$ cat src/rtl/ram_p2cc.sv
// 128->512 packing buffer: a distributed-RAM FIFO of narrow words that gathers four at a time into a wide block.
// Optional sticky protocol-error flag enabled by defining PACK_ERR_EN.
module ram_p2cc #(
    parameter int D_WIDTH = 128,
    parameter int A_WIDTH = 3
) (
    input  logic                   i_clk,
    input  logic                   i_rstn,
    input  logic                   i_en_w,
    input  logic [D_WIDTH-1:0]     i_data,
    input  logic                   i_en_r,
    output logic [4*D_WIDTH-1:0]   o_data,
    output logic                   o_valid,
    output logic                   o_full,
    output logic                   o_empty,
    output logic [A_WIDTH:0]       o_cnt,
    output logic                   o_err
);

    localparam int DEPTH   = 2 ** A_WIDTH;
    localparam int B_WIDTH = 4 * D_WIDTH;
    localparam logic [A_WIDTH:0] FULL_CNT   = (A_WIDTH + 1)'(DEPTH);
    localparam logic [A_WIDTH:0] GATHER_MIN = (A_WIDTH + 1)'(4);
    localparam logic [A_WIDTH:0] PTR_ONE    = (A_WIDTH + 1)'(1);

    typedef enum logic [1:0] {
        IDLE,
        LOAD,
        HOLD
    } state_t;

    state_t               state;
    logic [A_WIDTH:0]     wptr;
    logic [A_WIDTH:0]     rptr;
    logic [A_WIDTH:0]     cnt;
    logic [1:0]           idx;
    logic [B_WIDTH-1:0]   blk;
    logic                 valid;
    logic                 do_write;
    logic [D_WIDTH-1:0]   rd_word;
    logic [D_WIDTH-1:0]   mem [DEPTH];

    // Occupancy comes from registered pointers only; the extra wrap bit separates full from empty.
    assign cnt      = wptr - rptr;
    assign o_cnt    = cnt;
    assign o_full   = (cnt == FULL_CNT);
    assign o_empty  = (cnt == '0);
    assign do_write = i_en_w && !o_full;
    assign rd_word  = mem[rptr[A_WIDTH-1:0]];
    assign o_data   = blk;
    assign o_valid  = valid;

    always_ff @(posedge i_clk) begin
        if (do_write)
            mem[wptr[A_WIDTH-1:0]] <= i_data;
    end

    always_ff @(posedge i_clk or negedge i_rstn) begin
        if (!i_rstn)
            wptr <= '0;
        else if (do_write)
            wptr <= wptr + PTR_ONE;
    end

    // Gather only starts with four words on hand, so LOAD never has to wait for data.
    always_ff @(posedge i_clk or negedge i_rstn) begin
        if (!i_rstn) begin
            state <= IDLE;
            rptr  <= '0;
            idx   <= '0;
            blk   <= '0;
            valid <= 1'b0;
        end else begin
            case (state)
                IDLE: begin
                    if (!valid && cnt >= GATHER_MIN) begin
                        blk   <= {rd_word, blk[B_WIDTH-1:D_WIDTH]};
                        rptr  <= rptr + PTR_ONE;
                        idx   <= 2'd1;
                        state <= LOAD;
                    end
                end
                LOAD: begin
                    blk  <= {rd_word, blk[B_WIDTH-1:D_WIDTH]};
                    rptr <= rptr + PTR_ONE;
                    idx  <= idx + 2'd1;
                    if (idx == 2'd3) begin
                        valid <= 1'b1;
                        state <= HOLD;
                    end
                end
                HOLD: begin
                    if (i_en_r) begin
                        valid <= 1'b0;
                        state <= IDLE;
                    end
                end
                default: state <= IDLE;
            endcase
        end
    end

`ifdef PACK_ERR_EN
    logic err;

    always_ff @(posedge i_clk or negedge i_rstn) begin
        if (!i_rstn)
            err <= 1'b0;
        else if ((i_en_w && o_full) || (i_en_r && !valid))
            err <= 1'b1;
    end

    assign o_err = err;
`else
    assign o_err = 1'b0;
`endif

endmodule
$ cat config.mk
export PLATFORM = sky130hd
export DESIGN_NAME = ram_p2cc
export DESIGN_NICKNAME = d
export VERILOG_FILES = /design/src/rtl/ram_p2cc.sv
export SDC_FILE = /design/constraint.sdc
export NUM_CORES = 2
export LEC_CHECK = 0
export BUFFER_PORTS_ARGS = -buffer_cell sky130_fd_sc_hd__buf_2
export CAP_MARGIN = 30
export CORE_MARGIN = 4
export CORE_UTILIZATION = 35
export DETAILED_ROUTE_END_ITERATION = 8
export GPL_ROUTABILITY_DRIVEN = 1
export GPL_TIMING_DRIVEN = 0
export MAX_ROUTING_LAYER = met4
export SKIP_CTS_REPAIR_TIMING = 1
export SLEW_MARGIN = 20
export SYNTH_ARGS = -nofsm -noshare
export SYNTH_HDL_FRONTEND = slang
export SYNTH_SLANG_ARGS = --single-unit
$ cat constraint.sdc
create_clock -name i_clk -period 32.7 [get_ports i_clk]
set_clock_uncertainty 0.1 [all_clocks]
set_input_delay 1.635 -clock i_clk [delete_from_list [all_inputs] [get_ports i_clk]]
set_output_delay 1.635 -clock i_clk [all_outputs]
set_load 0.03 [all_outputs]
* After elaboration in Yosys (flattened, before gate mapping)
Memory sizes are Yosys's and may differ from the RTL's. Index checks and enable logic that the tools add are counted.
Word-level totals: bits in registers 525, word-level logic and storage cells 44, bits of input ports 132, RAM bits 1024, memories kept 1
Operators by class: add/sub/neg operators 4, eq/ne operators 7, order comparisons 1, reductions and logical operators 11, multiplexer cells 14
Memories:
- mem | words 8, bits a word 128, rd ports 1, clocked after Yosys merged registers in 0, write ports 1, line 41 | logic [D_WIDTH-1:0] mem [DEPTH];
Operators by type and width (number):
- $pmux 512 s2 | 1
- $mux 512 | 1
- $add 4x1->4 const B | 2
- $pmux 4 s2 | 1
- $mux 2 | 3
- $ne 2x2->1 const B | 3
- $pmux 2 s3 | 1
- $reduce_and 3->1 | 2
- $eq 2x2->1 const B | 2
- $eq 4x4->1 const B | 1
- $ge 4x3->1 const B | 1
- $logic_not 4->1 | 1
- $mux 1 | 4
- $mux 4 | 1
- $pmux 2 s2 | 1
- $reduce_bool 2->1 | 2
- $sub 4x4->4 | 1
- $add 2x1->2 const B | 1
- $eq 2x1->1 const B | 1
- $logic_and 1x1->1 | 2
- $logic_not 1->1 | 2
- $logic_not 2->1 | 1
- $pmux 1 s2 | 1
- $reduce_and 2->1 | 1

* Longest topological paths before layout
word-level depth 6, mapped depth 13, depth with buffers taken out 9

* Least setup slack after synthesis
Ideal clock, no wire load.
path kind register -> register, start reg rptr[1], end mem mem[0][0], enable pin, required time 31.672 ns, cell stages (with the launch flop) 12, library setup time 0.928 ns, path slack 17.216 ns, buffers on the path 4, data arrival time 14.456 ns, cell sequence dfrtp_1 -> clkbuf_1 -> buf_4 -> buf_2 -> inv_1 -> fa_1 -> xnor2_2 -> inv_2 -> or3_1 -> clkbuf_1 -> nor3_2 -> nor4_1
Between the ends: word-level cells in the longest chain between the ends 6
Ends and longest elaborated chain:
- start: declaration | line 34 | logic [A_WIDTH:0] rptr;
- start signal: assignment | line 78 | rptr <= rptr + PTR_ONE;
- start signal: assignment | line 85 | rptr <= rptr + PTR_ONE;
- $sub 4x4->4 | line 44 | assign cnt = wptr - rptr;
- via o_cnt[2] | line 16 | output logic [A_WIDTH:0] o_cnt,
- $eq 4x4->1 | line 46 | assign o_full = (cnt == FULL_CNT);
- via o_full | line 14 | output logic o_full,
- $logic_not 1->1 | line 48 | assign do_write = i_en_w && !o_full;
- $logic_and 1x1->1 | line 48
- $mux 1 | line 54 | if (do_write)
- $mux 1 (not written as such) | line 55 | mem[wptr[A_WIDTH-1:0]] <= i_data;
- end: declaration | line 41
The timed path passes the listed nets, and every way through them passes these cells.

* Worst setup path in the final report
start reg rptr[1], end out o_full
Between the ends: word-level cells in the longest chain between the ends 2
Ends and longest elaborated chain (line):
- $sub 4x4->4 | 44
- $eq 4x4->1 | 46
- end: declaration | 14
No other way between the ends.

==> flow_summary.yaml <==
detailed_routing:
  drc: 0
  vias: 29180
  detail_route.wl_per_cell_um: 24.93
  routed_wl_mm: 150.2
  ant_nets: 0
  dr.pass1.iters: 5
  drt-vias-per-instance: 4.843
  first_iter_violations: 2021
timing:
  rsz0062_at_grt: "false"
  drv_slew: 0
  setup_violations: 0
  tightestPinTransition_ns: 0.9311
  period_minus_slack_ns: 6.597
  fmax_mhz: 151.6
  final.setup.tns_ns: 0
  slew_headroom: 0.3793
  post-route-period-util: 0.2017
  hold_violations: 0
  layout_setup_ws_ns: 26.10
finish:
  drive_gt1_frac: 0.5355
  area_growth_pct: 22.05
  nNetsFinal: 3804
  num-fill-cells: 14630
worst_hold_path:
  hold_class: "reg -> reg"
synthesis:
  synth_area_per_cell_um2: 22.14
  synth_top_family_by_area: "multiplexers"
  yosys.area_share.simple: 0.003541
  ys_warn_count: 0
  syn_nets: 2804
  synth_edf_count: 1024
  ys_types: 43
  synth-xor-area-share: 0.001315
  synth-adder-area-share: 0.001612
  ys.flop_type: "edfxtp_1"
  ys_seq_elements: 1549
  async_reset_ff_frac: 0.3389
  synth_compound_area_frac: 0.002799
  syn_inst: 2665
  synth_mux_area_frac: 0.2330
  seq_area_frac_synth: 0.7438
  synth_area_um2: 59010
global_route:
  grtUsageMet2: 0.2925
  grt_max_degree: 95
  grt_pass1_vias: 30410
  grt_usage: 0.1757
  grt.busiest_layer: "met2"
  antenna_found_initial: 47
  globalRouteOverflowTotal: 0
  gr-usage-met1: 0.2216
  grtUsageMet3: 0.02950
  grt_pass1_wl_mm: 217.9
cts:
  clk_latency_ns: 0.80
  cts_tree: "yes"
  clk_pin_slew_ns: 0.06
  root_buffer: "clkbuf_16"
  htreeDepth: 4
  cts_buffers: 164
  clkSinkCount: 1549
  clockBufferDepth: 3
floorplan:
  ios: 652
  num_rows: 150
  start_util: 0.3525
  chipWidth_um: 418.6
  dieArea_um2: 175200
  die_height_um: 418.6
  core_area_um2: 167400
critical_path:
  critPathMaxFanout: 10
  critical_path.startpoint_type: "flip-flop"
  critPathKind: "reg -> out"
  cp-end-kind: "output pin"
  arrival_ns: 4.86
  required_ns: 30.96
job:
  cap_violations: 0
placement:
  dpl.hpwl_mm: 106.6
  place_congestion: 0.7652
  place_ws_ns: 26.31
  port_buffers: 650
status:
  status: "finished clean"
layout make-up:
type / count / area [µm²] / area share
clock inverter: 62 / 574.3 / 0.007974
antenna: 16 / 40.04 / 0.0005560
sequential: 1549 / 43890 / 0.6094
tap: 2204 / 2758 / 0.03829
clock buffer: 245 / 4723 / 0.06558
timing repair buffer: 834 / 4867 / 0.06758
inverter: 9 / 33.78 / 0.0004691
buffer: 134 / 792.0 / 0.01100
multi-input combinational: 973 / 14340 / 0.1992
layer usage:
metal  routed length [µm]  up-vias
li1                     -    12680
met5                    0        -
met2                77040      738
met4                 4087        0
met3                 6345      241
met1                62750    15530
metrics by stage:
stage | area, µm² | utilization | hold slack, ns | std cells
detailed placement | 66680 | 0.3983 | 0.3865 | 5703
global placement | 65020 | 0.3884 | 0.3815 | 5519
floorplan | 59010 | - | 0.3642 | 2665
finish | 72020 | 0.4302 | 0.3977 | 6026
CTS | 71980 | 0.4299 | 0.3994 | 6010
global route | 72010 | 0.4301 | 0.4050 | 6023
layout by cell type (no fill, tap or decap), drive strengths merged:
cell type | netlist | final
edfxtp | 1024 | 1024
buf | 90 | 924
mux2 | 642 | 642
dfrtp | 525 | 525
clkbuf | 44 | 289
mux4 | 256 | 256
clkinv | 0 | 49
inv | 9 | 17
diode | 0 | 16
nor2 | 8 | 8
nor3 | 8 | 8
nand2 | 7 | 7
ha | 6 | 6
xnor2 | 6 | 6
nor4 | 5 | 5
nand2b | 4 | 4
bufinv | 0 | 4
a21oi | 3 | 3
o311ai | 3 | 3
a211oi | 3 | 3
o31ai | 3 | 3
xor2 | 2 | 2
a21o | 2 | 2
nand4 | 2 | 2
o21ai | 2 | 2
nand3 | 2 | 2
nand3b | 1 | 1
and3b | 1 | 1
or3 | 1 | 1
a211o | 1 | 1
o211ai | 1 | 1
a32oi | 1 | 1
a32o | 1 | 1
fa | 1 | 1
conb | 1 | 1
clkinvlp | 0 | 1
synth_stat cells (2+ instances only):
master | count | share of area
a211oi_1 | 2 | 0.00025
a21o_1 | 2 | 0.00025
a21oi_1 | 3 | 0.00025
buf_1 | 3 | 0.00019
buf_2 | 57 | 0.0048
buf_4 | 3 | 0.00038
buf_6 | 27 | 0.0052
clkbuf_1 | 44 | 0.0028
dfrtp_1 | 525 | 0.22
edfxtp_1 | 1024 | 0.52
ha_1 | 6 | 0.0013
inv_1 | 8 | 0.00051
mux2_1 | 36 | 0.0069
mux2_2 | 406 | 0.077
mux2_4 | 200 | 0.051
mux4_2 | 256 | 0.098
nand2_1 | 7 | 0.00045
nand2b_1 | 4 | 0.00042
nand3_1 | 2 | 0.00017
nand4_1 | 2 | 0.00021
nor2_1 | 8 | 0.00051
nor3_1 | 7 | 0.00059
nor4_1 | 4 | 0.00042
o21ai_0 | 2 | 0.00017
o311ai_0 | 3 | 0.00045
o31ai_1 | 2 | 0.00025
xnor2_1 | 5 | 0.00074
xor2_1 | 2 | 0.00030
sequential cells by signal, summed over array words and instances, names as in the netlist:
| signal | count |
|---|---|
| mem | 1024 |
| o_data | 512 |
| rptr | 4 |
| wptr | 4 |
| idx | 2 |
| state | 2 |
| o_valid | 1 |
critical path: stages, from the launching register on:
cell,delay [ns]
dfrtp_1,0.35
clkbuf_1,0.67
buf_4,0.38
buf_2,0.38
inv_1,0.14
fa_1,0.45
xnor2_2,0.21
inv_2,0.09
or3_1,0.30
clkbuf_1,0.18
nor3_2,0.56
buf_2,0.34
cell families after synthesis:
| group | Yosys count |
|---|---|
| buffers and inverters | 143 |
| adder cells (fa/ha/maj) | 7 |
| XOR/XNOR | 8 |
| AO/OA/AOI/OAI | 20 |
| other | 1 |
| flip-flops | 1549 |
| multiplexers | 898 |
| AND/OR/NAND/NOR | 39 |
path summary, 6_finish.rpt:
check	endpoint	slack, ns	depth (start not counted)	from
worst max-delay path	o_full	26.10	11	rptr[1]
worst min-delay path	o_data[48]	0.40	1	o_data[48]
worst max register to register	mem[0][81]	26.37	20	rptr[1]
worst min register to register	o_data[48]	0.40	1	o_data[48]
max in group asynchronous	o_data[250]	30.35	3	i_rstn
min in group asynchronous	o_data[434]	0.77	1	i_rstn
Power is left out: the tool's default activity adds up to more than one toggle a clock period on the data nets, which glitch-free logic cannot reach.
